--- config.mk ---
export PLATFORM = sky130hd
export DESIGN_NAME = touch_packet_rx
export DESIGN_NICKNAME = d
export VERILOG_FILES = /design/src/rtl/touch_pkg.sv /design/src/rtl/uart_rx_byte.sv /design/src/rtl/touch_packet_rx.sv
export SDC_FILE = /design/constraint.sdc
export NUM_CORES = 1
export LEC_CHECK = 0
export BUFFER_PORTS_ARGS = -buffer_cell sky130_fd_sc_hd__buf_2
export CAP_MARGIN = 20
export CORE_ASPECT_RATIO = 0.5
export CORE_MARGIN = 2
export CORE_UTILIZATION = 36
export CTS_BUF_LIST = sky130_fd_sc_hd__clkbuf_8 sky130_fd_sc_hd__clkbuf_16
export DETAILED_ROUTE_END_ITERATION = 8
export HOLD_SLACK_MARGIN = 0.05
export SETUP_SLACK_MARGIN = 0.15
export SLEW_MARGIN = 30
export SYNTH_ARGS = -nofsm -noshare
export SYNTH_HDL_FRONTEND = slang
export SYNTH_HIERARCHICAL = 1
export SYNTH_SLANG_ARGS = --single-unit
--- constraint.sdc ---
create_clock -name clk -period 4.8 [get_ports clk]
set_input_delay 0.96 -clock clk [delete_from_list [all_inputs] [get_ports clk]]
set_output_delay 0.96 -clock clk [all_outputs]
set_load 0.01 [all_outputs]
--- src/rtl/touch_pkg.sv ---
// Shared constants, state encodings and the event record for the touch packet receiver.
package touch_pkg;
  localparam logic [7:0] HDR_UP      = 8'h80;
  localparam logic [7:0] HDR_DN      = 8'h81;
  localparam int         COORD_MAX_W = 14;

  typedef enum logic [1:0] {U_IDLE, U_START, U_DATA, U_STOP} uart_state_t;
  typedef enum logic [2:0] {P_HDR, P_X0, P_X1, P_Y0, P_Y1} parse_state_t;

  typedef struct packed {
    logic                   pen;
    logic [COORD_MAX_W-1:0] x;
    logic [COORD_MAX_W-1:0] y;
  } touch_event_t;

  function automatic logic is_hdr(input logic [7:0] b);
    return (b == HDR_UP) || (b == HDR_DN);
  endfunction
endpackage

--- src/rtl/uart_rx_byte.sv ---
// 8N1 UART byte receiver: 2-flop synchroniser, mid-bit sampling, registered byte_valid/frame_err.
module uart_rx_byte
  import touch_pkg::*;
#(
  parameter int CLKS_PER_BIT = 434
) (
  input  logic       clk,
  input  logic       reset,
  input  logic       rxd,
  output logic [7:0] rx_byte,
  output logic       byte_valid,
  output logic       frame_err
);
  localparam int CW   = $clog2(CLKS_PER_BIT) + 1;
  localparam int HALF = CLKS_PER_BIT / 2;

  logic [1:0]    sync;
  logic          rxd_s, rxd_d, fall;
  uart_state_t   state, state_n;
  logic [CW-1:0] cnt;
  logic [2:0]    bit_idx;
  logic [7:0]    shreg;
  logic          cnt_clr, samp, stop_samp;

  assign rxd_s = sync[1];
  assign fall  = rxd_d & ~rxd_s;

  always_comb begin
    state_n   = state;
    cnt_clr   = 1'b0;
    samp      = 1'b0;
    stop_samp = 1'b0;
    case (state)
      U_IDLE:  if (fall) begin
        state_n = U_START;
        cnt_clr = 1'b1;
      end
      U_START: if (cnt == CW'(HALF - 1)) begin
        cnt_clr = 1'b1;
        state_n = rxd_s ? U_IDLE : U_DATA;   // high at mid-start = glitch
      end
      U_DATA:  if (cnt == CW'(CLKS_PER_BIT - 1)) begin
        cnt_clr = 1'b1;
        samp    = 1'b1;
        if (bit_idx == 3'd7) state_n = U_STOP;
      end
      U_STOP:  if (cnt == CW'(CLKS_PER_BIT - 1)) begin
        cnt_clr   = 1'b1;
        stop_samp = 1'b1;
        state_n   = U_IDLE;
      end
      default: state_n = U_IDLE;
    endcase
  end

  always_ff @(posedge clk) begin
    if (reset) begin
      sync       <= 2'b11;
      rxd_d      <= 1'b1;
      state      <= U_IDLE;
      cnt        <= '0;
      bit_idx    <= '0;
      shreg      <= '0;
      byte_valid <= 1'b0;
      frame_err  <= 1'b0;
    end else begin
      sync       <= {sync[0], rxd};
      rxd_d      <= rxd_s;
      state      <= state_n;
      cnt        <= cnt_clr ? '0 : cnt + 1'b1;
      if (state == U_START) bit_idx <= '0;
      if (samp) begin
        shreg   <= {rxd_s, shreg[7:1]};
        bit_idx <= bit_idx + 1'b1;
      end
      byte_valid <= stop_samp & rxd_s;
      frame_err  <= stop_samp & ~rxd_s;
    end
  end

  assign rx_byte = shreg;
endmodule

--- src/rtl/touch_packet_rx.sv ---
// Touch controller packet receiver: UART bytes -> 5-byte packet parser -> event FIFO.
// Optional TOUCH_ERR_CNT_EN adds a saturating err_count output.
module touch_packet_rx
  import touch_pkg::*;
#(
  parameter int CLKS_PER_BIT = 434,
  parameter int FIFO_DEPTH   = 8,
  parameter int COORD_W      = 12
) (
  input  logic               clk,
  input  logic               reset,
  input  logic               rxd,
  output logic               ev_valid,
  input  logic               ev_ready,
  output logic               ev_pen,
  output logic [COORD_W-1:0] ev_x,
  output logic [COORD_W-1:0] ev_y,
  output logic               overflow,
  output logic               frame_err
`ifdef TOUCH_ERR_CNT_EN
  ,
  output logic [15:0]        err_count
`endif
);
  localparam int AW = $clog2(FIFO_DEPTH);

  logic [7:0] rx_byte;
  logic       byte_valid;

  uart_rx_byte #(.CLKS_PER_BIT(CLKS_PER_BIT)) u_uart (
    .clk        (clk),
    .reset      (reset),
    .rxd        (rxd),
    .rx_byte    (rx_byte),
    .byte_valid (byte_valid),
    .frame_err  (frame_err)
  );

  // Parser
  parse_state_t     p, p_n;
  logic             pen_r;
  logic [6:0]       x0_r, y0_r;
  logic [COORD_W-8:0] x1_r;
  logic             push, err_inc, hdr_path;
  touch_event_t     new_ev;

  assign hdr_path = byte_valid && (p == P_HDR || rx_byte[7]);

  always_comb begin
    p_n     = p;
    push    = 1'b0;
    err_inc = 1'b0;
    if (frame_err) begin
      p_n = P_HDR;
    end else if (hdr_path) begin
      // Any bit7 byte restarts framing; mid-packet ones count as a resync.
      err_inc = (p != P_HDR) || !is_hdr(rx_byte);
      p_n     = is_hdr(rx_byte) ? P_X0 : P_HDR;
    end else if (byte_valid) begin
      case (p)
        P_X0:    p_n = P_X1;
        P_X1:    p_n = P_Y0;
        P_Y0:    p_n = P_Y1;
        P_Y1:    begin p_n = P_HDR; push = 1'b1; end
        default: p_n = P_HDR;
      endcase
    end
  end

  always_comb begin
    new_ev              = '0;
    new_ev.pen          = pen_r;
    new_ev.x[COORD_W-1:0] = {x1_r, x0_r};
    new_ev.y[COORD_W-1:0] = {rx_byte[COORD_W-8:0], y0_r};
  end

  always_ff @(posedge clk) begin
    if (reset) begin
      p     <= P_HDR;
      pen_r <= 1'b0;
      x0_r  <= '0;
      x1_r  <= '0;
      y0_r  <= '0;
    end else begin
      p <= p_n;
      if (hdr_path && is_hdr(rx_byte)) pen_r <= rx_byte[0];
      if (byte_valid && !rx_byte[7]) begin
        case (p)
          P_X0:    x0_r <= rx_byte[6:0];
          P_X1:    x1_r <= rx_byte[COORD_W-8:0];
          P_Y0:    y0_r <= rx_byte[6:0];
          default: ;
        endcase
      end
    end
  end

  // Event FIFO; pointers carry an extra MSB to split full from empty
  touch_event_t mem [FIFO_DEPTH];
  touch_event_t head;
  logic [AW:0]  wptr, rptr;
  logic         empty, full, pop, wr, drop;
  logic         unused_hi;

  assign empty = (wptr == rptr);
  assign full  = (wptr[AW] != rptr[AW]) && (wptr[AW-1:0] == rptr[AW-1:0]);
  assign pop   = ev_valid & ev_ready;
  assign wr    = push & (~full | pop);
  assign drop  = push & full & ~pop;

  always_ff @(posedge clk) begin
    if (wr) mem[wptr[AW-1:0]] <= new_ev;
  end

  always_ff @(posedge clk) begin
    if (reset) begin
      wptr     <= '0;
      rptr     <= '0;
      overflow <= 1'b0;
    end else begin
      if (wr)   wptr <= wptr + 1'b1;
      if (pop)  rptr <= rptr + 1'b1;
      if (drop) overflow <= 1'b1;
    end
  end

  assign head      = mem[rptr[AW-1:0]];
  assign ev_valid  = ~empty;
  assign ev_pen    = ev_valid & head.pen;
  assign ev_x      = ev_valid ? head.x[COORD_W-1:0] : '0;
  assign ev_y      = ev_valid ? head.y[COORD_W-1:0] : '0;
  assign unused_hi = ^{head.x, head.y};

`ifdef TOUCH_ERR_CNT_EN
  always_ff @(posedge clk) begin
    if (reset) err_count <= '0;
    else if ((err_inc | frame_err | drop) && err_count != 16'hFFFF)
      err_count <= err_count + 1'b1;
  end
`endif
endmodule

==> results.md <==
- Outcome: finished clean
- Worst slew margin: 37.7%
- TritonCTS Buffers: 25
- Clock sink count: 263
- Setup-failing EPs final: 0
- Post-CTS Resized: 0
- Post-Synth XOR/XNOR Area: 1.23%
- Final wirelength: 19.7 mm
- Port buffer count: 31
- Initial Utilization: 37.0%
- Die X: 244 µm
- Clock latency on the worst-skew pair: 540 ps
- Global route overflow: 0
- Mux cell area share after synthesis: 16.8%
- Area Growth Syn to Fin: 13.8%
- Antenna cells: 0
- Iter 0 DRT Violations: 374
- DP Area: 11000 µm²
- GR Util All Layers: 13.3%
- WS Path Type: register to output pin
- Final core utilization: 42.1%
- Clk pin slew, worst setup/hold paths: 60 ps
- Ys Warns: 6
- RePlAce Congestion: 0.711
- Ordered cell list for the critical path: buf_16, mux4_2, mux2i_1, nor2_1, buf_2
- Worst vdd ir: 0.241 mV
- Nets: 653
- Final Cycle Share: 70.8%
- Area share of the largest cell type after synthesis: 57.9%
- Cell family with most CP delay: multiplexers
- Vias in the first global route: 5189
- Worst Skew: 16.2 ps
- Cell Area, Synth: 10400 µm²
- Setup TNS: 0 ps
- Synth Area in Simple Gates: 7.70%
- Hold Buf Count CTS: 0
- Cells after DPL: 997
- Post-route minimum period: 3400 ps
- Worst setup SP type: register
- Post-route DRC: 0
- Hold crit path type: register to register
- Worst setup margin: 1400 ps
- Arr. time, crit path: 2440 ps
- Syn_area_per_cell: 17.2 µm²
- Clock buffer depth: 3
- Fin area: 11800 µm²
- DPL Wire Length: 11.4 mm
- Async set-reset flop share out of synthesis: 0%
- Top_reg_cell synth: edfxtp_1
- Main combinational cell family by area after synthesis: multiplexers
- DR vias: 5182
- WL/cell: 18.9 µm
- Post-CTS Setup Inserts: 0
- Synth Area in Compound Gates: 1.54%
- Post-synth EDFFs: 200
- Synth Area in Adders: 0.844%
- Worst hold slack: 415 ps
- Power, Total: 4.37 mW
- CP max stage delay: 640 ps
- CTS tree: yes
- Max Clk Rate: 294 MHz
- Post-route insts no fill: 1042
- Vias/cell: 4.97
- Crit-path slowest cell: dfxtp_4
- Critical Path End Type: output pin
- H-tree levels: 1
- CORE AREA: 28000 µm²
- Ports: 32
- Leakage power: 3.90 nW
- Site Rows: 43
- Slew Limit Fails: 0
- Sequential element share of the synthesized area: 70.1%
- Initial antenna violation count: 0
- DRT antenna net count: 0
- CTS Root Cell: clkbuf_16
- Distinct cells, synth: 57
- Max-cap check violation count: 0
- Pwr dens: 371 nW/µm²
- Ratio of cells with drive above 1 in the final layout: 24.1%
- CP bufs+invs: 2
- Main area contributors after synthesis: edfxtp_1 (58%), dfxtp_1 (12%), mux4_2 (11%)
- Die area: 30300 µm²
- CP max FO: 30
- Worst Max-Slew Pin Slew: 934 ps
- Chip Height: 124 µm
- Worst EP required: 3840 ps
- Synth area leader: edfxtp_1
- Pre-CTS setup slack: 1600 ps
- RSZ-0062 raised after global routing: false
- Mapped Cells: 602
- Global-route wire length before repair: 30.7 mm
- Syn_nets: 613
- Post-synth top cells: edfxtp_1 (200), nor2_1 (79), dfxtp_1 (63), mux2i_1 (56), mux4_2 (50)
- Iteration count of the initial detailed-routing pass: 5
- Post-synthesis register bit count: 263
- Top-count cell post-synth: edfxtp_1
- Final Hold Violating Endpoints: 0
- Largest net degree at the start of global routing: 56
worst register-to-register path, delay by kind of cell, from the launching register on:
kind	cells	cell delay [ps]
flip-flops	1	460
buffers and inverters	1	420
AND/OR/NAND/NOR	3	1260
AO/OA/AOI/OAI	1	290
sequential cells by signal, indices dropped and copies added, names as in the netlist, named ones only:
name               flops
overflow               1
u_uart/frame_err       1
p                      3
x1_r                   5
u_uart/rxd_d           1
u_uart/sync            2
y0_r                   7
u_uart/cnt            10
mem                  200
wptr                   4
u_uart/rx_byte         8
u_uart/bit_idx         3
u_uart/state           1
x0_r                   7
pen_r                  1
rptr                   4
u_uart/byte_valid      1
where the power goes:
part	switching [mW]	leakage, nW	internal, mW
clock	0.832	0.417	1.09
combinational	0.0166	1.12	0.00968
sequential	0.00428	2.36	2.42
layout by cell type, fill, tap and decap left out, drive strengths merged, types with 5 or more instances in the layout:
cell type / n
edfxtp: 200
nor2: 79
dfxtp: 63
mux2i: 56
mux4: 50
buf: 44
clkbuf: 27
inv: 13
nand2: 11
clkinv: 10
a21oi: 9
ha: 7
nor2b: 6
xnor2: 6
xor2: 6
nand3: 5
nor3: 5
nand4: 5
mux2: 5
worst paths after layout:
check,from,end,slack (ps),cells after the start
max,register,ev_y[4],1400,5
min reg2reg,u_uart/sync[0],u_uart/sync[1],420,1
max reg2reg,u_uart/byte_valid,mem[1][10],2050,5
min,u_uart/sync[0],u_uart/sync[1],420,1
logic make-up after synthesis:
logic type,Yosys count
xor gates and xnor gates,12
and+or+nand+nor,148
DFF,263
buffers and inverters,39
adders and majority gates,7
AOI/OAI and AO/OA,22
muxes,111
layer usage:
| metal | up-vias | wire length (µm) | part of all wire (%) | track usage, % |
|---|---|---|---|---|
| met1 | 2656 | 9380 | 48 | 19.1 |
| li1 | 2398 | - | - | - |
| met5 | - | 0 | 0 | 0 |
| met3 | 21 | 995 | 5.0 | 2.56 |
| met4 | 0 | 239 | 1.2 | 3.05 |
| met2 | 107 | 9110 | 46 | 21.2 |
layout make-up:
type	instances	area, µm²
Multi-Input combinational cell	300	2930
Clock inverter	18	154
Sequential cell	263	7280
Inverter	8	30.0
Fill cell	2464	16200
Timing Repair Buffer	44	275
Tap cell	382	478
Clock buffer	27	653
No activity file was read; power rests on OpenSTA's default activity.
